$ cat config.mk
export PLATFORM = sky130hd
export DESIGN_NAME = srl_fifo_ctrl
export DESIGN_NICKNAME = d
export VERILOG_FILES = /design/src/rtl/fifo_pkg.sv /design/src/rtl/srl_fifo_storage.sv /design/src/rtl/srl_fifo_ctrl.sv
export SDC_FILE = /design/constraint.sdc
export NUM_CORES = 1
export LEC_CHECK = 0
export CAP_MARGIN = 0
export CORE_AREA = 4 4 41 43
export CTS_BUF_LIST = sky130_fd_sc_hd__clkbuf_8
export DETAILED_ROUTE_END_ITERATION = 8
export DIE_AREA = 0 0 45 47
export MAX_ROUTING_LAYER = met4
export PLACE_DENSITY = 0.65
export SLEW_MARGIN = 5
export SYNTH_ARGS = -nofsm -noshare
export SYNTH_HDL_FRONTEND = slang
export SYNTH_SLANG_ARGS = --single-unit
$ cat constraint.sdc
create_clock -name clk -period 1.44 [get_ports clk]
set_input_delay 0.216 -clock clk [delete_from_list [all_inputs] [get_ports clk]]
set_output_delay 0.216 -clock clk [all_outputs]
set_load 0.02 [all_outputs]
$ cat src/rtl/fifo_pkg.sv
// Shared definitions for the SRL dataflow channels.
// Occupancy width helper, flag reset values, channel defaults.
package fifo_pkg;

  localparam int DEF_DATA_WIDTH = 1;
  localparam int DEF_DEPTH      = 2;

  localparam logic RST_EMPTY_N = 1'b0;
  localparam logic RST_FULL_N  = 1'b1;
  localparam logic RST_ERR     = 1'b0;

  function automatic int occ_width(input int depth);
    return $clog2(depth + 1);
  endfunction

endpackage

$ cat src/rtl/srl_fifo_storage.sv
// Pure SRL shift array: entry 0 takes din on we, others shift up.
// Ports: clk, we, addr (read index), din, dout (combinational read).
module srl_fifo_storage #(
  parameter int DATA_WIDTH = 1,
  parameter int ADDR_WIDTH = 1,
  parameter int DEPTH      = 2
) (
  input  logic                  clk,
  input  logic                  we,
  input  logic [ADDR_WIDTH-1:0] addr,
  input  logic [DATA_WIDTH-1:0] din,
  output logic [DATA_WIDTH-1:0] dout
);

  logic [DATA_WIDTH-1:0] mem [0:DEPTH-1];

  always_ff @(posedge clk) begin
    if (we) begin
      mem[0] <= din;
      for (int i = 1; i < DEPTH; i++) begin
        mem[i] <= mem[i-1];
      end
    end
  end

  assign dout = mem[addr];

endmodule

$ cat src/rtl/srl_fifo_ctrl.sv
// FWFT SRL FIFO controller: count, registered flags, sticky errors.
// Ports: write side (ce/write/din/full_n), read side (ce/read/dout/empty_n),
// almost_full, count, wr_err, rd_err; sync active-high reset.
module srl_fifo_ctrl
  import fifo_pkg::*;
#(
  parameter int DATA_WIDTH = DEF_DATA_WIDTH,
  parameter int ADDR_WIDTH = 1,
  parameter int DEPTH      = DEF_DEPTH,
  parameter int AF_MARGIN  = 1
) (
  input  logic                  clk,
  input  logic                  reset,
  input  logic                  if_write_ce,
  input  logic                  if_write,
  input  logic [DATA_WIDTH-1:0] if_din,
  output logic                  if_full_n,
  input  logic                  if_read_ce,
  input  logic                  if_read,
  output logic [DATA_WIDTH-1:0] if_dout,
  output logic                  if_empty_n,
  output logic                  almost_full,
  output logic [ADDR_WIDTH:0]   count,
  output logic                  wr_err,
  output logic                  rd_err
);

  localparam int CW = ADDR_WIDTH + 1;
  localparam logic [CW-1:0] DEPTH_C = CW'(DEPTH);
  localparam logic [CW-1:0] AF_TH   = CW'(DEPTH - AF_MARGIN);
  localparam logic          AF_RST  = (AF_MARGIN >= DEPTH);

  if (DEPTH > (1 << ADDR_WIDTH) || DEPTH < 2 ||
      occ_width(DEPTH) > CW) begin : g_bad_depth
    $error("srl_fifo_ctrl: DEPTH must be in 2..2**ADDR_WIDTH");
  end

  logic            push;
  logic            pop;
  logic [CW-1:0]   count_q;
  logic [CW-1:0]   count_next;
  logic [ADDR_WIDTH-1:0] addr;

  assign push = if_write & if_write_ce & if_full_n;
  assign pop  = if_read & if_read_ce & if_empty_n;

  always_comb begin
    count_next = count_q;
    unique case ({push, pop})
      2'b10:   count_next = count_q + CW'(1);
      2'b01:   count_next = count_q - CW'(1);
      default: count_next = count_q;
    endcase
  end

  // Low bits minus one is exact even at count == 2**ADDR_WIDTH.
  assign addr = (count_q == '0) ? '0
              : count_q[ADDR_WIDTH-1:0] - ADDR_WIDTH'(1);

  always_ff @(posedge clk) begin
    if (reset) begin
      count_q     <= '0;
      if_empty_n  <= RST_EMPTY_N;
      if_full_n   <= RST_FULL_N;
      almost_full <= AF_RST;
      wr_err      <= RST_ERR;
      rd_err      <= RST_ERR;
    end else begin
      count_q     <= count_next;
      if_empty_n  <= (count_next != '0);
      if_full_n   <= (count_next != DEPTH_C);
      almost_full <= (count_next >= AF_TH);
      if (if_write & if_write_ce & ~if_full_n)
        wr_err <= 1'b1;
      if (if_read & if_read_ce & ~if_empty_n)
        rd_err <= 1'b1;
    end
  end

  assign count = count_q;

  srl_fifo_storage #(
    .DATA_WIDTH (DATA_WIDTH),
    .ADDR_WIDTH (ADDR_WIDTH),
    .DEPTH      (DEPTH)
  ) u_storage (
    .clk  (clk),
    .we   (push),
    .addr (addr),
    .din  (if_din),
    .dout (if_dout)
  );

endmodule

==> results of run 1 <==
flip-flops by register name, summed over array words and instances, names as in the netlist:
signal         flops
count              2
if_empty_n         1
if_full_n          1
rd_err             1
u_storage.mem      2
wr_err             1
cells by family after synthesis:
kind of cell | Yosys count
AO/OA/AOI/OAI | 6
XOR/XNOR | 3
adder cells (fa/ha/maj) | 1
buffers and inverters | 5
flip-flops | 8
multiplexers | 1
AND/OR/NAND/NOR | 10
per-stage QoR:
step | instances | worst slack (ps) | hold slack, ps
2_1_floorplan | 34 | 11.02 | 285.1
3_3_place_gp | 66 | -275.4 | 423.8
3_5_place_dp | 66 | -287.0 | 429.9
4_1_cts | 70 | 1.975 | 440.5
5_1_grt | 71 | 21.76 | 344.0
6_report | 71 | 65.16 | 314.5
routing by layer:
metal | wire length, microns | vias to the layer above
met1 | 374 | 139
met3 | 103 | 2
met2 | 327 | 16
met4 | 8 | 0
li1 | - | 162
met5 | 0 | -
Yosys cell counts:
master and n:
o21ai_0 1, a21oi_1 1, nand2b_1 2, nor3_1 1, o22ai_1 1, a311oi_1 1
nor2_1 3, or3_1 1, and3_1 1, a31oi_1 2, xor2_1 2, buf_4 1
dfxtp_1 6, ha_1 1, or2b_1 1, xnor2_1 1, mux2_2 1, nand3_1 1
edfxtp_1 2, inv_1 4
cell type report:
cell class | count | area [sq um] | area share, %
Multi-Input combinational cell | 21 | 177.7 | 28.51
Clock inverter | 1 | 3.754 | 0.6024
Inverter | 4 | 15.01 | 2.410
Sequential cell | 8 | 181.4 | 29.12
Tap cell | 15 | 18.77 | 3.012
Clock buffer | 3 | 41.29 | 6.627
Timing Repair Buffer | 19 | 185.2 | 29.72
worst min path at each step:
stage                     startpoint          endpoint  slack, ps  cells after the start
global route                 if_read            rd_err        340                      3
floorplan                      reset          count[1]        290                      1
finish                    if_read_ce            rd_err        310                      3
detailed placement  u_storage.mem[0]  u_storage.mem[1]        430                      0
CTS                 u_storage.mem[0]  u_storage.mem[1]        440                      0
global placement    u_storage.mem[0]  u_storage.mem[1]        420                      0
where the power goes:
part / internal (uW) / leakage, uW / switching [uW] / total (uW)
combinational: 87.5 / 0.000238 / 78.5 / 166
sequential: 249 / 0.0000674 / 11.3 / 261
clock: 184 / 0.0000269 / 86.6 / 271
worst min-delay path, cell delays in order:
cell            delay (ps)
dlymetal6s2s_1         120
a31oi_1                 90
nor2_1                  70
repair_timing:
action / 4_1_cts / 5_1_grt
resized for setup: 8 / 9
gates cloned: 0 / 0
pin swaps: 1 / 2
setup endpoints to repair: 5 / 3
setup buffers: 0 / 1
==> run summary, run 1 <==
top-area cell type share of the netlist area: 34.91%
Post-Syn Area: 344.1 sq um
drt drc: 0
Area growth syn-to-layout: 81.09%
share of cells above drive strength 1: 28.57%
synthesis-stage register bit count: 8
critical path class: reg2out
GPL Wtd Cong: 0.7632
GRT Residual Overflow: 0
syn_nets: 42
Final Cycle Share: 95.47%
outcome: finished clean
largest family of logic cells by synthesized area: simple AND/OR/NAND/NOR gates
DRT iter0 DRCs: 4
final-report max-slew violation count: 0
routed wire length: 814 microns
Final Hold Fails: 0
Synth Area in Compound Gates: 10.91%
die area: 0.002115 sq mm
Final min period: 1375 ps
Vias/cell: 4.493
critical path startpoint: if_full_n
met3 usage: 3.448%
Simple-Gate Fraction of Synth Area: 15.64%
Slew @ Worst Pin: 248.6 ps
slowest cell on the critical path: clkdlybuf4s50_1
design area: 623.1 sq um
clk_lat worst skew: 230 ps
root buffer cell: clkbuf_8
CP Data Required Time: 1220 ps
Hold Buf Count CTS: 0
most used routing layer: met2
I/O Pins: 15
# setup viols final: 0
met1 Usage GRT: 9.908%
CTS tree: built
Overall Power: 697.8 uW
reg2reg setup slack: 110 ps
total number of vias: 319
antenna violations before repair: 0
CTS Buf Count: 3
post-synth top area cell: dfxtp_1
Clock Sinks: 8
max_cap viols: 0
Port-buffer cells: 14
CP cell instances: clkdlybuf4s50_1
post-synthesis mux area share: 3.273%
Peak VDD IR: 0.0005846 V
Final Skew: 3.439 ps
delay-heaviest family, CP: buffers and inverters
total negative setup slack: 0 ps
Setup crit end kind: output pin
placed cell areas: 526.8 sq um
drt pass-1 iters: 2
Synth cell types: 20
Core Area: 0.001301 sq mm
met2 Resource Use GR: 11.58%
WP buf/inv: 1
fin util: 47.88%
Slew HR: 83.37%
commonest non-fill, non-tap cell in the layout: dlymetal6s2s_1
antenna cell count: 0
Yosys warnings: 0
R2R Path Start: if_empty_n
post-synthesis cell count: 34
Critical Path Stages: 1
antenna viol nets, final: 0
synth top area cells: dfxtp_1 35%, edfxtp_1 17%, xor2_1 5.1%, inv_1 4.4%, a31oi_1 3.6%
first-pass GRT wire length: 1166 microns
Worst Setup EP: if_full_n
Synth Area in XOR/XNOR: 7.636%
Worst EP arrival: 1160 ps
Die H: 47 microns
Worst-path clk slew: 40 ps
CP max stage delay: 600 ps
average wire per standard cell: 11.46 microns
Crit Reg-Reg Endpoint: count[1]
Die Wd: 45 microns
Nets: 65
CP Max Fanout: 3
post-synthesis sequential area ratio: 52.36%
Fill cells: 135
CP startpoint kind: register
CTS max path bufs: 2
most frequent cells in the layout: 6 x dlymetal6s2s_1, 5 x inv_1, 5 x dfxtp_1, 5 x clkdlybuf4s50_1, 5 x buf_4
num rows: 13
H-tree depth: 1
PD cells: 1120 mW/mm^2
vias in the first global route: 289
RSZ-0062 raised after global routing: false
fmax: 727.4 MHz
leakage: 0.0003327 uW
Mapped Avg Cell Area: 10.12 sq um
largest net degree at the start of global routing: 7
Hold/Removal Path Class: in2reg
Starting Density: 26.44%
r2r worst-path depth: 4
Final HPWL DP: 535.9 microns
total track usage: 8.115%
adder-cell share of the synthesized area: 3.636%
Power figures use the tool's default switching activity.
==> run 2, diff against run 1 <==
--- a/config.mk
+++ b/config.mk
@@ -10,8 +10,9 @@
 export CTS_BUF_LIST = sky130_fd_sc_hd__clkbuf_8
 export DETAILED_ROUTE_END_ITERATION = 8
 export DIE_AREA = 0 0 45 47
+export DONT_BUFFER_PORTS = 1
 export MAX_ROUTING_LAYER = met4
-export PLACE_DENSITY = 0.65
+export PLACE_DENSITY = 0.5
 export SLEW_MARGIN = 5
 export SYNTH_ARGS = -nofsm -noshare
 export SYNTH_HDL_FRONTEND = slang
==> run summary, run 2 (synthesized netlist as in run 1, its figures left out) <==
outcome: finished clean
DP Cell Count: 52 (-21%)
Final Worst Setup Slack: 109.4 ps (+44.19 ps)
CTS tree: built
max_cap viols: 0 (unchanged)
Clock Sinks: 8 (unchanged)
CP Data Required Time: 1600 ps (+380 ps)
Fill cells: 140 (+3.7%)
Comb pwr share: 16.8% (-7.0 points)
Reg power frac: 41.4% (+4.0 points)
GPL Wtd Cong: 0.7582 (-0.66%)
Peak VDD IR: 0.0005166 V (-12%)
Die H: 47 microns (unchanged)
met2 Resource Use GR: 14.69% (+3.1 points)
Final Skew: 0.5287 ps (-2.910 ps)
drt drc: 0 (unchanged)
antenna cell count: 0 (unchanged)
average wire per standard cell: 13.49 microns (+18%)
Starting Density: 26.44% (unchanged)
share of cells above drive strength 1: 25.00% (-3.6 points)
first-pass GRT wire length: 1235 microns (+5.9%)
I/O Pins: 15 (unchanged)
Nets: 50 (-23%)
Die Wd: 45 microns (unchanged)
CTS Buf Count: 3 (unchanged)
leakage: 0.0001885 uW (-43%)
pre-CTS setup slack: 76.96 ps (+363.9 ps)
Slew @ Worst Pin: 240.0 ps (-8.605 ps)
Switching Fraction: 24.99% (-0.30 points)
Vias/cell: 4.818 (+7.2%)
GRT Residual Overflow: 0 (unchanged)
multi-input logic area: 143.9 sq um (-19%)
Slew HR: 83.98% (+0.60 points)
Clk pwr share: 41.8% (+3.0 points)
critical path class: reg2reg
post-CTS setup buffers: 0 (unchanged)
Final Cycle Share: 92.41% (-3.1 points)
routed wire length: 742 microns (-8.8%)
clk_lat worst skew: 220 ps (about the same)
final-report max-slew violation count: 0 (unchanged)
Area growth syn-to-layout: 25.09%
Final HPWL DP: 608.4 microns (+14%)
CP Max Fanout: 5 (+2)
RSZ-0062 raised after global routing: false
CP startpoint kind: register
design area: 430.4 sq um (-31%)
H-tree depth: 1 (unchanged)
DRT iter0 DRCs: 3 (-1)
CTS max path bufs: 2 (unchanged)
Port-buffer cells: 0 (-14)
met3 usage: 4.215% (+0.77 points)
total number of vias: 265 (-17%)
total negative setup slack: 0 ps (unchanged)
Pint: 472.4 uW (-9.4%)
commonest non-fill, non-tap cell in the layout: dfxtp_1
largest net degree at the start of global routing: 7 (unchanged)
most frequent cells in the layout: 5 x dfxtp_1, 4 x inv_1, 4 x buf_4, 3 x nor2_1, 3 x clkbuf_8
num rows: 13 (unchanged)
final non-filler cell total: 55 (-23%)
met1 Usage GRT: 7.870% (-2.0 points)
Worst EP arrival: 1490 ps (+330 ps)
PD cells: 1463 mW/mm^2 (+31%)
most used routing layer: met2
Final Hold Fails: 0 (unchanged)
Overall Power: 629.8 uW (-9.7%)
vias in the first global route: 287 (-0.69%)
Core Area: 0.001301 sq mm (unchanged)
antenna viol nets, final: 0 (unchanged)
Register Area: 181.4 sq um (unchanged)
die area: 0.002115 sq mm (unchanged)
Sw Pwr: 157.4 uW (-11%)
Worst-path clk slew: 40 ps (about the same)
fmax: 751.5 MHz (+3.3%)
drt pass-1 iters: 2 (unchanged)
total track usage: 8.703% (+0.59 points)
Setup crit end kind: register
# setup viols final: 0 (unchanged)
Hold/Removal Path Class: in2reg
root buffer cell: clkbuf_8
antenna violations before repair: 0 (unchanged)
placed cell areas: 386.6 sq um (-27%)
Final min period: 1331 ps (-44.19 ps)
-- run 2: cell types whose count changed in the layout (fill, tap and decap cells not counted), sizes merged --
cell,delta
dlygate4sd2,-2
clkdlybuf4s50,-5
buf,-2
inv,-1
dlymetal6s2s,-6
-- run 2: path summary, 6_finish.rpt --
check	slack (ps)	depth (start not counted)	start	end
worst max-delay path	110	4	if_empty_n	count[1]
worst min-delay path	60	1	reset	count[1]
worst max register to register	110	4	if_empty_n	count[1]
worst min register to register	450	0	u_storage.mem[0]	u_storage.mem[1]
-- run 2: final cells by class --
class | instances | area share, %
Clock buffer | 3 | 9.593
Inverter | 4 | 3.488
Multi-Input combinational cell | 21 | 33.43
Sequential cell | 8 | 42.15
Tap cell | 15 | 4.360
Timing Repair Buffer | 4 | 6.977
-- run 2: what timing repair did --
item	in CTS	in global routing
resized for setup	0	1
hold buffers	0	0
endpoints found under the setup margin	0	1
-- run 2: critical path, stage by stage (launching register included) --
cell and delay [ps]:
dfxtp_1 320, and3_1 150, ha_2 300, or3_1 360, a21oi_1 140
-- run 2: power groups by stage --
stage,combinational [uW],clock (uW),sequential (uW)
final,106,263,261
after global routing,118,284,262
after CTS,106,271,261
after detailed placement,106,0,265
after global placement,100,0,263
after floorplan,58.7,0,285
-- run 2: layer usage --
| metal | part of all wire (%) | wire [microns] |
|---|---|---|
| met2 | 53 | 395 |
| met4 | 0 | 0 |
| met3 | 8.1 | 60 |
| met5 | 0 | 0 |
| met1 | 38 | 285 |
-- run 2: per-stage QoR --
| step | util [%] | hold slack [ps] |
|---|---|---|
| after detailed placement | 29.71 | 289.1 |
| after floorplan | - | 285.1 |
| after global routing | 33.08 | 49.78 |
| final | 33.08 | 56.15 |
| after CTS | 32.88 | 52.33 |
| after global placement | 29.71 | 286.7 |
==> run 3, diff against run 2 <==
--- a/config.mk
+++ b/config.mk
@@ -5,6 +5,7 @@
 export SDC_FILE = /design/constraint.sdc
 export NUM_CORES = 1
 export LEC_CHECK = 0
+export ABC_AREA = 1
 export CAP_MARGIN = 0
 export CORE_AREA = 4 4 41 43
 export CTS_BUF_LIST = sky130_fd_sc_hd__clkbuf_8
==> run summary, run 3 <==
outcome: finished clean
Port-buffer cells: 0 (unchanged)
reg2reg setup slack: 170 ps (+60 ps)
total number of vias: 271 (+2.3%)
Vias/cell: 4.302 (-11%)
# resized after CTS: 0 (unchanged)
final-report max-slew violation count: 0 (unchanged)
average wire per standard cell: 9.635 microns (-29%)
CP Data Required Time: 1560 ps (-40 ps)
most frequent cells in the layout: 10 x inv_1, 7 x nand2_1, 6 x nor2_1, 6 x dfxtp_1, 4 x buf_4
vias in the first global route: 255 (-11%)
antenna cell count: 0 (unchanged)
post-synthesis sequential area ratio: 52.94% (+0.58 points)
count leader, synth: inv_1
Pint: 479.4 uW (+1.5%)
GRT Residual Overflow: 0 (unchanged)
Sw Pwr: 181.9 uW (+16%)
CTS tree: built
synthesis-stage register bit count: 8 (unchanged)
Synth cell types: 13 (-35%)
Worst-path clk slew: 40 ps (about the same)
Most used DFF post-synth: dfxtp_1
post-CTS setup buffers: 0 (unchanged)
root buffer cell: clkbuf_8
r2r worst-path depth: 7 (+3)
largest net degree at the start of global routing: 6 (-1)
I/O Pins: 15 (unchanged)
post-synth top area cell: dfxtp_1
Starting Density: 26.15% (-0.29 points)
critical path class: reg2reg
die area: 0.002115 sq mm (unchanged)
met3 usage: 2.299% (-1.9 points)
Clock Sinks: 8 (unchanged)
Post-synth EDFFs: 2 (unchanged)
Post-Syn Area: 340.3 sq um (-1.1%)
commonest non-fill, non-tap cell in the layout: inv_1
antenna viol nets, final: 0 (unchanged)
Die Wd: 45 microns (unchanged)
antenna violations before repair: 0 (unchanged)
fmax: 790.1 MHz (+5.1%)
Final Cycle Share: 87.90% (-4.5 points)
Worst EP arrival: 1390 ps (-100 ps)
Switching Fraction: 27.50% (+2.5 points)
Final HPWL DP: 507.8 microns (-17%)
Area growth syn-to-layout: 25.37%
Clk pwr share: 40.6% (-1.2 points)
Comb pwr share: 17.8% (+1.0 points)
H-tree depth: 1 (unchanged)
clk_lat worst skew: 230 ps (about the same)
top post-synthesis cells by count: 9 x inv_1, 7 x nand2_1, 6 x dfxtp_1, 6 x nor2_1, 3 x nand3_1
# setup viols final: 0 (unchanged)
Final Skew: 3.872 ps (+3.343 ps)
drt pass-1 iters: 2 (unchanged)
synth top area cells: dfxtp_1 35%, edfxtp_1 18%, inv_1 9.9%, nand2_1 7.7%, nor2_1 6.6%
share of cells above drive strength 1: 16.67% (-8.3 points)
CTS max path bufs: 2 (unchanged)
CP cell instances: inv_1 > nor2_1 > ha_1 > inv_1 > nand4_1 > nand3_2 > nand2_1
slowest cell on the critical path: dfxtp_1
most used routing layer: met2
syn_nets: 49 (+17%)
met1 Usage GRT: 7.159% (-0.71 points)
Mapped Avg Cell Area: 8.301 sq um (-18%)
max_cap viols: 0 (unchanged)
total negative setup slack: 0 ps (unchanged)
CP startpoint kind: register
total track usage: 7.219% (-1.5 points)
Hold Buf Count CTS: 0 (unchanged)
top-area cell type share of the netlist area: 35.29% (+0.39 points)
Yosys warnings: 0 (unchanged)
RSZ-0062 raised after global routing: false
Peak VDD IR: 0.0005661 V (+9.6%)
Hold/Removal Path Class: in2reg
PD cells: 1550 mW/mm^2 (+5.9%)
most frequent CP cell: inv_1
drt drc: 0 (unchanged)
num rows: 13 (unchanged)
post-synthesis cell count: 41 (+21%)
Slew @ Worst Pin: 240.6 ps (+0.5777 ps)
Reg power frac: 41.6% (+0.2 points)
DRT iter0 DRCs: 5 (+2)
Nets: 57 (+14%)
Setup crit end kind: register
Slew HR: 83.94% (about the same)
met2 Resource Use GR: 10.73% (-4.0 points)
fin util: 32.79% (-0.29 points)
GPL Wtd Cong: 0.7064 (-6.8%)
Final Hold Fails: 0 (unchanged)
CTS Buf Count: 3 (unchanged)
CP max stage delay: 330 ps (-30 ps)
ys async rst share: 0% (unchanged)
CP Max Fanout: 2 (-3)
Die H: 47 microns (unchanged)
routed wire length: 607 microns (-18%)
worst hold path depth: 1 (unchanged)
Core Area: 0.001301 sq mm (unchanged)
Final min period: 1266 ps (-64.95 ps)
first-pass GRT wire length: 1007 microns (-18%)
leakage: 0.0002102 uW (+11%)
## run 3: changes by cell type in the layout (fill, tap and decap cells not counted), moves of 2 or more
cell      previous run  this run
inv_1                4        10
nand2_1              0         7
nand2b_1             2         0
nand3_1              1         3
nand4_1              0         2
nor2_1               3         6
## run 3: metal layers
| metal | share of wire (%) | routed length, microns |
|---|---|---|
| met5 | 0 | 0 |
| met4 | 3.5 | 21 |
| met3 | 7.4 | 45 |
| met2 | 48 | 289 |
| met1 | 41 | 250 |
## run 3: cell type report
type                    instances  area (sq um)
well taps                      15         18.77
flip-flops and latches          8         180.2
clock inverters                 1         3.754
clock buffers                   3         41.29
repair buffers                  4         30.03
fillers                       153         874.6
multi-input cells              23         118.9
inverters                       9         33.78
## run 3: path summary, 6_finish.rpt
| kind | endpoint | start |
|---|---|---|
| worst min register to register | u_storage.mem[1] | u_storage.mem[0] |
| worst max-delay path | if_empty_n | if_empty_n |
| worst min-delay path | rd_err | reset |
| worst max register to register | if_empty_n | if_empty_n |
## run 3: cell families after synthesis
| kind of cell | after synthesis | synth area share, % |
|---|---|---|
| simple gates | 19 | 25.37 |
| fa+ha+maj | 1 | 3.676 |
| buf+inv | 10 | 12.13 |
| xor+xnor | 1 | 2.574 |
| compound gates | 2 | 3.309 |
| flops | 8 | 52.94 |
## run 3: through the flow
step | power (uW) | instance area, sq um | setup WS [ps] | hold WS, ps | instances
after floorplan | 368.4 | 340.3 | 102.9 | 288.4 | 41
after CTS | 673.3 | 426.7 | 167.6 | 53.05 | 63
final | 661.3 | 426.7 | 174.3 | 59.36 | 63
after detailed placement | 397.0 | 381.6 | 170.6 | 292.8 | 59
after global routing | 705.0 | 426.7 | 63.49 | 52.27 | 63
after global placement | 396.8 | 381.6 | 171.8 | 290.0 | 59
## run 3: power by group through the flow
stage | clock [uW] | sequential (uW) | combinational (uW)
2_1_floorplan | 0 | 297 | 71.5
4_1_cts | 279 | 276 | 119
6_report | 268 | 275 | 118
5_1_grt | 296 | 279 | 130
3_3_place_gp | 0 | 280 | 117
3_5_place_dp | 0 | 279 | 118
## run 3: critical path, delay by kind of cell, from the launching register on
family,cells,cell delay [ps]
and+or+nand+nor,4,430
DFF,1,330
adders and majority gates,1,260
buffers and inverters,2,140
